### src/rtl/sub_arb_pkg.sv
// Shared types and the round-robin pick function for the subtract arbiter.
// Widths are sized for the largest supported requester count (16).
package sub_arb_pkg;

  localparam int DATA_W   = 32;
  localparam int MAX_REQ  = 16;
  localparam int MAX_ID_W = 4;

  typedef logic [MAX_REQ-1:0]  req_vec_t;
  typedef logic [MAX_ID_W-1:0] rr_idx_t;
  typedef logic [MAX_ID_W:0]   req_cnt_t;

  typedef struct packed {
    logic [DATA_W-1:0] diff;
    logic              overflow;
    rr_idx_t           id;
  } sub_rsp_t;

  // First set valid bit at or after ptr, wrapping at n; ptr < n is assumed.
  function automatic rr_idx_t rr_pick(input req_vec_t valid, input rr_idx_t ptr,
                                      input req_cnt_t n);
    rr_idx_t   pick;
    logic      found;
    req_cnt_t  idx;
    pick  = '0;
    found = 1'b0;
    for (int k = 0; k < MAX_REQ; k++) begin
      idx = {1'b0, ptr} + req_cnt_t'(k);
      if (idx >= n) idx = idx - n;
      if (!found && (req_cnt_t'(k) < n) && valid[idx[MAX_ID_W-1:0]]) begin
        pick  = idx[MAX_ID_W-1:0];
        found = 1'b1;
      end
    end
    return pick;
  endfunction

endpackage

### src/rtl/sub_rr_arbiter_if.sv
// Requester and response channels of the shared subtractor.
interface sub_rr_arbiter_if #(parameter int NUM_REQ = 4);
  import sub_arb_pkg::*;

  localparam int ID_W = $clog2(NUM_REQ);

  logic [NUM_REQ-1:0]        req_valid;
  logic [NUM_REQ-1:0]        req_ready;
  logic [NUM_REQ*DATA_W-1:0] req_a;
  logic [NUM_REQ*DATA_W-1:0] req_b;
  logic                      rsp_valid;
  logic                      rsp_ready;
  logic [DATA_W-1:0]         rsp_diff;
  logic                      rsp_overflow;
  logic [ID_W-1:0]           rsp_id;

  modport master (
    output req_valid, req_a, req_b, rsp_ready,
    input  req_ready, rsp_valid, rsp_diff, rsp_overflow, rsp_id
  );

  modport slave (
    input  req_valid, req_a, req_b, rsp_ready,
    output req_ready, rsp_valid, rsp_diff, rsp_overflow, rsp_id
  );

endinterface

### src/rtl/sub_32bit.sv
// 32-bit subtractor with two's-complement signed overflow flag.
module sub_32bit (
  input  logic [31:0] a_i,
  input  logic [31:0] b_i,
  output logic [31:0] diff_o,
  output logic        overflow_o
);

  assign diff_o     = a_i - b_i;
  assign overflow_o = (a_i[31] ^ b_i[31]) & (diff_o[31] ^ a_i[31]);

endmodule

### src/rtl/sub_rr_arbiter.sv
// Round-robin arbiter sharing one sub_32bit between NUM_REQ requesters,
// with a single-entry valid/ready output register.
module sub_rr_arbiter
  import sub_arb_pkg::*;
#(
  parameter int NUM_REQ = 4
) (
  input  logic             clk,
  input  logic             rst,
  sub_rr_arbiter_if.slave  bus
);

  localparam int ID_W = $clog2(NUM_REQ);
  typedef logic [ID_W-1:0]    id_t;
  typedef logic [NUM_REQ-1:0] vec_t;

  id_t               rrPtr_q, rrPtr_d, grantIdx;
  logic              rspValid_q, rspValid_d;
  sub_rsp_t          rsp_q, rsp_d;
  logic              canAccept, grantEn;
  logic [DATA_W-1:0] opA, opB, diff;
  logic              overflow;

  // A grant is only offered when the output register can take the result.
  assign canAccept = !rspValid_q || bus.rsp_ready;
  assign grantEn   = canAccept && (|bus.req_valid) && !rst;
  assign grantIdx  = id_t'(rr_pick(req_vec_t'(bus.req_valid), rr_idx_t'(rrPtr_q),
                                   req_cnt_t'(NUM_REQ)));

  assign bus.req_ready = grantEn ? (vec_t'(1) << grantIdx) : '0;

  assign opA = bus.req_a[grantIdx*DATA_W +: DATA_W];
  assign opB = bus.req_b[grantIdx*DATA_W +: DATA_W];

  sub_32bit u_sub (
    .a_i        (opA),
    .b_i        (opB),
    .diff_o     (diff),
    .overflow_o (overflow)
  );

  always_comb begin
    rsp_d      = rsp_q;
    rspValid_d = rspValid_q;
    rrPtr_d    = rrPtr_q;
    if (grantEn) begin
      rsp_d.diff     = diff;
      rsp_d.overflow = overflow;
      rsp_d.id       = rr_idx_t'(grantIdx);
      rspValid_d     = 1'b1;
      rrPtr_d        = (grantIdx == id_t'(NUM_REQ - 1)) ? '0 : grantIdx + id_t'(1);
    end else if (bus.rsp_ready) begin
      rspValid_d = 1'b0;
    end
  end

  always_ff @(posedge clk or posedge rst) begin
    if (rst) begin
      rsp_q      <= '0;
      rspValid_q <= 1'b0;
      rrPtr_q    <= '0;
    end else begin
      rsp_q      <= rsp_d;
      rspValid_q <= rspValid_d;
      rrPtr_q    <= rrPtr_d;
    end
  end

  assign bus.rsp_valid    = rspValid_q;
  assign bus.rsp_diff     = rsp_q.diff;
  assign bus.rsp_overflow = rsp_q.overflow;
  assign bus.rsp_id       = id_t'(rsp_q.id);

endmodule

### src/flat_wrapper.sv
// flat-port wrapper written by rule: the top's interface ports become plain ports
module sub_rr_arbiter_flat import sub_arb_pkg::*;
#(
  parameter int NUM_REQ = 4
)
  (clk, rst, bus_req_valid, bus_req_a, bus_req_b, bus_rsp_ready, bus_req_ready, bus_rsp_valid, bus_rsp_diff, bus_rsp_overflow, bus_rsp_id);
  sub_rr_arbiter_if #(.NUM_REQ(NUM_REQ)) bus_i ();
  input  logic clk;
  input  logic rst;
  input wire logic [$bits(bus_i.req_valid)-1:0] bus_req_valid;
  input wire logic [$bits(bus_i.req_a)-1:0] bus_req_a;
  input wire logic [$bits(bus_i.req_b)-1:0] bus_req_b;
  input wire logic [$bits(bus_i.rsp_ready)-1:0] bus_rsp_ready;
  output wire logic [$bits(bus_i.req_ready)-1:0] bus_req_ready;
  output wire logic [$bits(bus_i.rsp_valid)-1:0] bus_rsp_valid;
  output wire logic [$bits(bus_i.rsp_diff)-1:0] bus_rsp_diff;
  output wire logic [$bits(bus_i.rsp_overflow)-1:0] bus_rsp_overflow;
  output wire logic [$bits(bus_i.rsp_id)-1:0] bus_rsp_id;
  assign bus_i.req_valid = bus_req_valid;
  assign bus_i.req_a = bus_req_a;
  assign bus_i.req_b = bus_req_b;
  assign bus_i.rsp_ready = bus_rsp_ready;
  assign bus_req_ready = bus_i.req_ready;
  assign bus_rsp_valid = bus_i.rsp_valid;
  assign bus_rsp_diff = bus_i.rsp_diff;
  assign bus_rsp_overflow = bus_i.rsp_overflow;
  assign bus_rsp_id = bus_i.rsp_id;
  sub_rr_arbiter #(.NUM_REQ(NUM_REQ)) u_core (.clk(clk), .rst(rst), .bus(bus_i));
endmodule
### config.mk
export PLATFORM = sky130hd
export DESIGN_NAME = sub_rr_arbiter_flat
export DESIGN_NICKNAME = d
export VERILOG_FILES = /design/src/rtl/sub_arb_pkg.sv /design/src/rtl/sub_rr_arbiter_if.sv /design/src/rtl/sub_32bit.sv /design/src/rtl/sub_rr_arbiter.sv /design/src/flat_wrapper.sv
export SDC_FILE = /design/constraint.sdc
export NUM_CORES = 1
export LEC_CHECK = 0
export BUFFER_PORTS_ARGS = -buffer_cell sky130_fd_sc_hd__buf_2
export CORE_ASPECT_RATIO = 0.75
export CORE_MARGIN = 4
export CORE_UTILIZATION = 45
export DETAILED_ROUTE_END_ITERATION = 16
export PLACE_DENSITY = 0.9
export SYNTH_ARGS = -nofsm -noshare
export SYNTH_HDL_FRONTEND = slang
export SYNTH_SLANG_ARGS = --single-unit
export TNS_END_PERCENT = 20
### constraint.sdc
create_clock -name clk -period 6.1 [get_ports clk]
set_clock_uncertainty 0.15 [all_clocks]
set_input_delay 0.915 -clock clk [delete_from_list [all_inputs] [get_ports clk]]
set_output_delay 0.915 -clock clk [all_outputs]
set_load 0.02 [all_outputs]
* Word-level counts from Yosys, hierarchy flattened *
Cells that the tools add are included.

cells by class
  $lt $le $gt $ge = 8
  bitwise gates (word level) = 3
  eq/ne operators = 1
  mux-type cells = 23
  reductions and logical operators = 13
  add/sub/neg operators = 9
  shift operators = 3

operators by type and width
  operator               count
  $shiftx A128 B8 Y32    2
  $sub A32 B32 Y32       1
  $lt A4 B5 Y1 const B   4
  $mux W4                5
  $bmux W1 S4            4
  $ge A5 B3 Y1 const B   3
  $sub A4 B3 Y4 const B  3
  $mux W2                5
  $mux W1                9
  $add A2 B2 Y3 const B  2
  $logic_and A1 B1 Y1    5
  $logic_not A1 Y1       5
  $reduce_or A4 Y1       1
  $shl A1 B2 Y4 const A  1
  $sub A2 B3 Y4 const B  1
  $add A2 B1 Y3 const B  1
  $ge A2 B3 Y1 const B   1
  $add A2 B1 Y2 const B  1
  $eq A2 B2 Y1 const B   1
  $reduce_bool A2 Y1     1
  $xor A1 B1 Y1          2
  $and A1 B1 Y1          1
  $logic_or A1 B1 Y1     1

word-level totals
  input port bits = 263
  word-level logic and storage cells = 65
  output and inout port bits = 40
  bits in registers = 38

* Depth between registers and ports, before layout *
  word-level depth = 18
  depth in mapped cells = 25
  mapped depth without buffers = 22

* By module *
Synthesis repeated with hierarchy kept, for this count alone.

second synthesis, totals
  cells, all modules = 622
  area total of the unflattened synthesis = 5953.2 µm²

modules (own cells, without submodules)
  module          area each (µm²)  sequential area each (µm²)  cells an instance  instances
  sub_rr_arbiter  3960.0           950.9                       340                1
  sub_32bit       1993.2           0.0                         282                1

* Worst setup path after synthesis *
No wires, ideal clock.

  kind = in2reg
  start point = in bus_req_valid[3]
  end point = reg u_core.rsp_q, in the netlist u_core.bus.rsp_diff[30]
  cell stages on the path = 20
  arrival time = 5009 ps
  library setup time = 136 ps
  path slack = 805 ps
  data required time = 5814 ps
  buffers on the path = 3
  cells stage by stage = mux4_2 > or2_1 > o221ai_4 > buf_6 > buf_2 > buf_2 > nand2_1 > a31oi_1 > ha_1 > inv_1 > fa_1 > a21o_1 > a21o_1 > a211oi_1 > nor4_1 > o2111ai_1 > a31oi_1 > a311oi_1 > xor2_1 > o21ai_0

between the ends
  word-level cells in the longest chain between the ends = 14
  elaborated cells between the ends (all ways) = 27
  those cells by class = add/sub: 1; shift: 2; mux: 15; reduce/logical: 9

ends and longest elaborated chain
  item                                    line                                        text
  start: declaration                      flat_wrapper.sv:10                          input wire logic [$bits(bus_i.req_valid)-1:0] bus_req_valid;
  $bmux W1 S4                             sub_arb_pkg.sv:30                           if (!found && (req_cnt_t'(k) < n) && valid[idx[MAX_ID_W-1:0]]) begin
  $mux W1 (implied by the code)           sub_arb_pkg.sv:30
  $mux W1                                 sub_arb_pkg.sv:30
  $logic_not A1 Y1                        sub_arb_pkg.sv:30
  $logic_and A1 B1 Y1                     sub_arb_pkg.sv:30
  $mux W1                                 sub_arb_pkg.sv:30
  $logic_not A1 Y1                        sub_arb_pkg.sv:30
  $logic_and A1 B1 Y1                     sub_arb_pkg.sv:30
  $mux W1                                 sub_arb_pkg.sv:30
  $logic_not A1 Y1                        sub_arb_pkg.sv:30
  $logic_and A1 B1 Y1                     sub_arb_pkg.sv:30
  $mux W2                                 sub_arb_pkg.sv:30
  $shiftx A128 B8 Y32 (on tied branches)  sub_rr_arbiter.sv:32, sub_rr_arbiter.sv:33
  $sub A32 B32 Y32                        sub_32bit.sv:9                              assign diff_o = a_i - b_i;
  end signal: assignment                  sub_rr_arbiter.sv:63                        rsp_q <= rsp_d;
  end: declaration                        sub_rr_arbiter.sv:19                        sub_rsp_t rsp_q, rsp_d;

Several ways; a longest one is shown, not always the timed one. The select of a mux whose other input is x is not followed.
A chain may end at the register's enable or synchronous reset.

* Worst setup path after layout *
  start point = reg u_core.rrPtr_q[1]
  end point = reg u_core.rsp_q, in the netlist u_core.bus.rsp_diff[30]

between the ends
  word-level cells in the longest chain between the ends = 16
  elaborated cells between the ends (all ways) = 39
  those cells by class = add/sub: 8; order compare: 4; shift: 2; mux: 19; reduce/logical: 6

ends and longest elaborated chain
  item                                                    line                                        text
  start: declaration                                      sub_rr_arbiter.sv:17                        id_t rrPtr_q, rrPtr_d, grantIdx;
  start signal: assignment                                sub_rr_arbiter.sv:65                        rrPtr_q <= rrPtr_d;
  branches (longest 13 deep; another with $sub A4 B3 Y4)  --
  $mux W2 *                                               sub_arb_pkg.sv:30
  $shiftx A128 B8 Y32 (on tied branches)                  sub_rr_arbiter.sv:32, sub_rr_arbiter.sv:33
  $sub A32 B32 Y32 *                                      sub_32bit.sv:9

Every way passes the cells marked *. The select of a mux whose other input is x is not followed.

==> metrics.txt <==
die area 13450 sq um; # setup viols final 0; dpl hpwl 15520 um; Worst EP arrival 5740 ps; post-route ant nets 0; commonest cells after routing, fill and taps aside buf_2, nand2_1, nor2_1; syn_nets 1129; vias in the first global route 6225; status complete, no violations; Slew headroom 0.5698; Main synth FF type dfrtp_1; Layout area overhead 33.93%; Die Width 132.6 um; GRT Resource Usage Total 0.2628; EDFF count, synth 0; CTS tree yes; Ports 303; core area 11150 sq um; max_cap viols 0; NumNets Final 1402; part of the cycle the worst path needs 0.9433; routed vias/inst 5.435; hold depth 1; TNS Setup 0 ps; CP endpoint kind flip-flop; die height 101.5 um; Clock Latency Late Sink 270 ps; Routed WL per cell 15.32 um; Clock transition at path regs 60 ps; fin crit period 5754 ps; RSZ-0062 raised after global routing no; worst-path fanout max 60; Hold WC Path Type flip-flop to flip-flop; most common cell after layout, fill and taps aside buf_2; layout cells sized above 1 0.3097; post-synthesis async set-or-reset flop share 1.000; DRC 0; H-tree depth 2; Initial Utilization 0.4700; Reg2Reg Depth 23; Max Root-Sink Buffers 2; Post-Syn Area 5240 sq um; register area share after synthesis 0.1815; Setup Fix Bufs, Post-CTS 0; drt pass-1 iters 5; port bufs 302; Least-Margin Pin Slew 637.0 ps; CP required 6090 ps; Cell variety after synth 52; YS warnings 0; CP Launch Type flip-flop; DR vias 6734; total congestion overflow 0; global-route wire length before repair 29400 um; synthesized flop and latch total 38; Post-CTS Resized 0; fin. max-slew vios 0; CTS hold repair buffers 0; total wire length 18980 um; Mean Syn Cell Area 6.344 sq um; CTS sink cnt 38; CTS root buffer clkbuf_16; top achievable clock speed 0.1738 GHz; number of hold violations in the final report 0; WS Path Type flip-flop to flip-flop; Fill cells 1042; CTS Buf Count 5; Post-Synthesis Cells 826; site row count 33; initial antenna violation count 1; initial DRC count 331; RePlAce Congestion 0.8705; largest net degree at the start of global routing 65
## worst paths after layout
| path | startpoint | endpoint | slack [ps] |
|---|---|---|---|
| min | u_core.bus.rsp_diff[15] | u_core.bus.rsp_diff[15] | 320 |
| min in group asynchronous | rst | u_core.bus.rsp_id[0] | 700 |
| max in group asynchronous | rst | u_core.bus.rsp_diff[25] | 4720 |
| min reg2reg | u_core.bus.rsp_diff[15] | u_core.bus.rsp_diff[15] | 320 |
| max | u_core.rrPtr_q[1] | u_core.bus.rsp_diff[30] | 350 |
| max reg2reg | u_core.rrPtr_q[1] | u_core.bus.rsp_diff[30] | 350 |
## flip-flops by register name (all words and copies together), names as in the netlist
signal,flops
u_core.bus.rsp_diff,32
u_core.bus.rsp_id,2
u_core.rrPtr_q,2
u_core.bus.rsp_overflow,1
u_core.bus.rsp_valid,1
## worst max-delay path: stages (launching register included)
cell       delay (ps)
dfrtp_1           510
inv_1             100
ha_1              380
mux4_2            310
nor2b_1           170
a21oi_2           160
o221ai_4          230
inv_4             170
buf_12            240
nand2_1            80
and3_1            160
a31oi_1           150
ha_1              190
inv_1              60
fa_1              400
a21o_1            180
a21o_1            210
a211oi_1          390
nor4_1            160
o2111ai_1         380
a31oi_1           220
a311oi_1          350
xor2_1            160
o21ai_0            80
## cell type report
cell class | count | area (sq um) | area share
antenna | 1 | 2.502 | 0.0003566
inverter | 16 | 62.56 | 0.008914
timing repair buffer | 317 | 1674 | 0.2385
sequential | 38 | 950.9 | 0.1355
tap | 140 | 175.2 | 0.02496
multi-input combinational | 721 | 4014 | 0.5719
clock buffer | 6 | 138.9 | 0.01979
## per-layer routing
layer / share of wire / wire, um / up-vias / global-route usage
met4: 0.012 / 223 / 0 / 0.04553
met3: 0.072 / 1357 / 16 / 0.04717
met2: 0.48 / 9193 / 269 / 0.4735
met5: 0 / 0 / - / 0
li1: - / - / 3379 / -
met1: 0.43 / 8204 / 3070 / 0.3371
## kinds of logic after synthesis
| family | Yosys count | synth area share |
|---|---|---|
| AND/OR/NAND/NOR | 455 | 0.3668 |
| AO/OA/AOI/OAI | 187 | 0.2240 |
| buffers and inverters | 67 | 0.05301 |
| adder cells (fa/ha/maj) | 40 | 0.09694 |
| flip-flops | 38 | 0.1815 |
| XOR/XNOR | 22 | 0.03677 |
| multiplexers | 17 | 0.04107 |
## through the flow
step / hold slack, ps / util / area [sq um] / setup slack, ps / instances
floorplan: 440.0 / - / 5240 / 805.1 / 826
global placement: 305.4 / 0.6168 / 6877 / 319.4 / 1232
detailed placement: 311.1 / 0.6168 / 6877 / 209.5 / 1232
CTS: 323.7 / 0.6293 / 7015 / 400.2 / 1238
global route: 350.2 / 0.6295 / 7018 / 27.88 / 1239
finish: 322.0 / 0.6295 / 7018 / 345.7 / 1239
## synthesized netlist by cell type (all sizes together), types with 11 or more instances
library cell  number  area [sq um]
a21o              12         90.09
ha                39         488.0
xnor2             13         113.9
a21oi             24         127.6
clkbuf            31         116.4
inv               16         60.05
o31ai             11         96.34
buf               20         101.4
o21ai             74         370.3
dfrtp             38         950.9
and3              31         193.9
nor2             118         442.9
a31oi             35         219.0
nand3             34         170.2
nand2            233         874.6
Power is left out: the tool's default activity adds up to more than one toggle a clock period on the data nets, which glitch-free logic cannot reach.
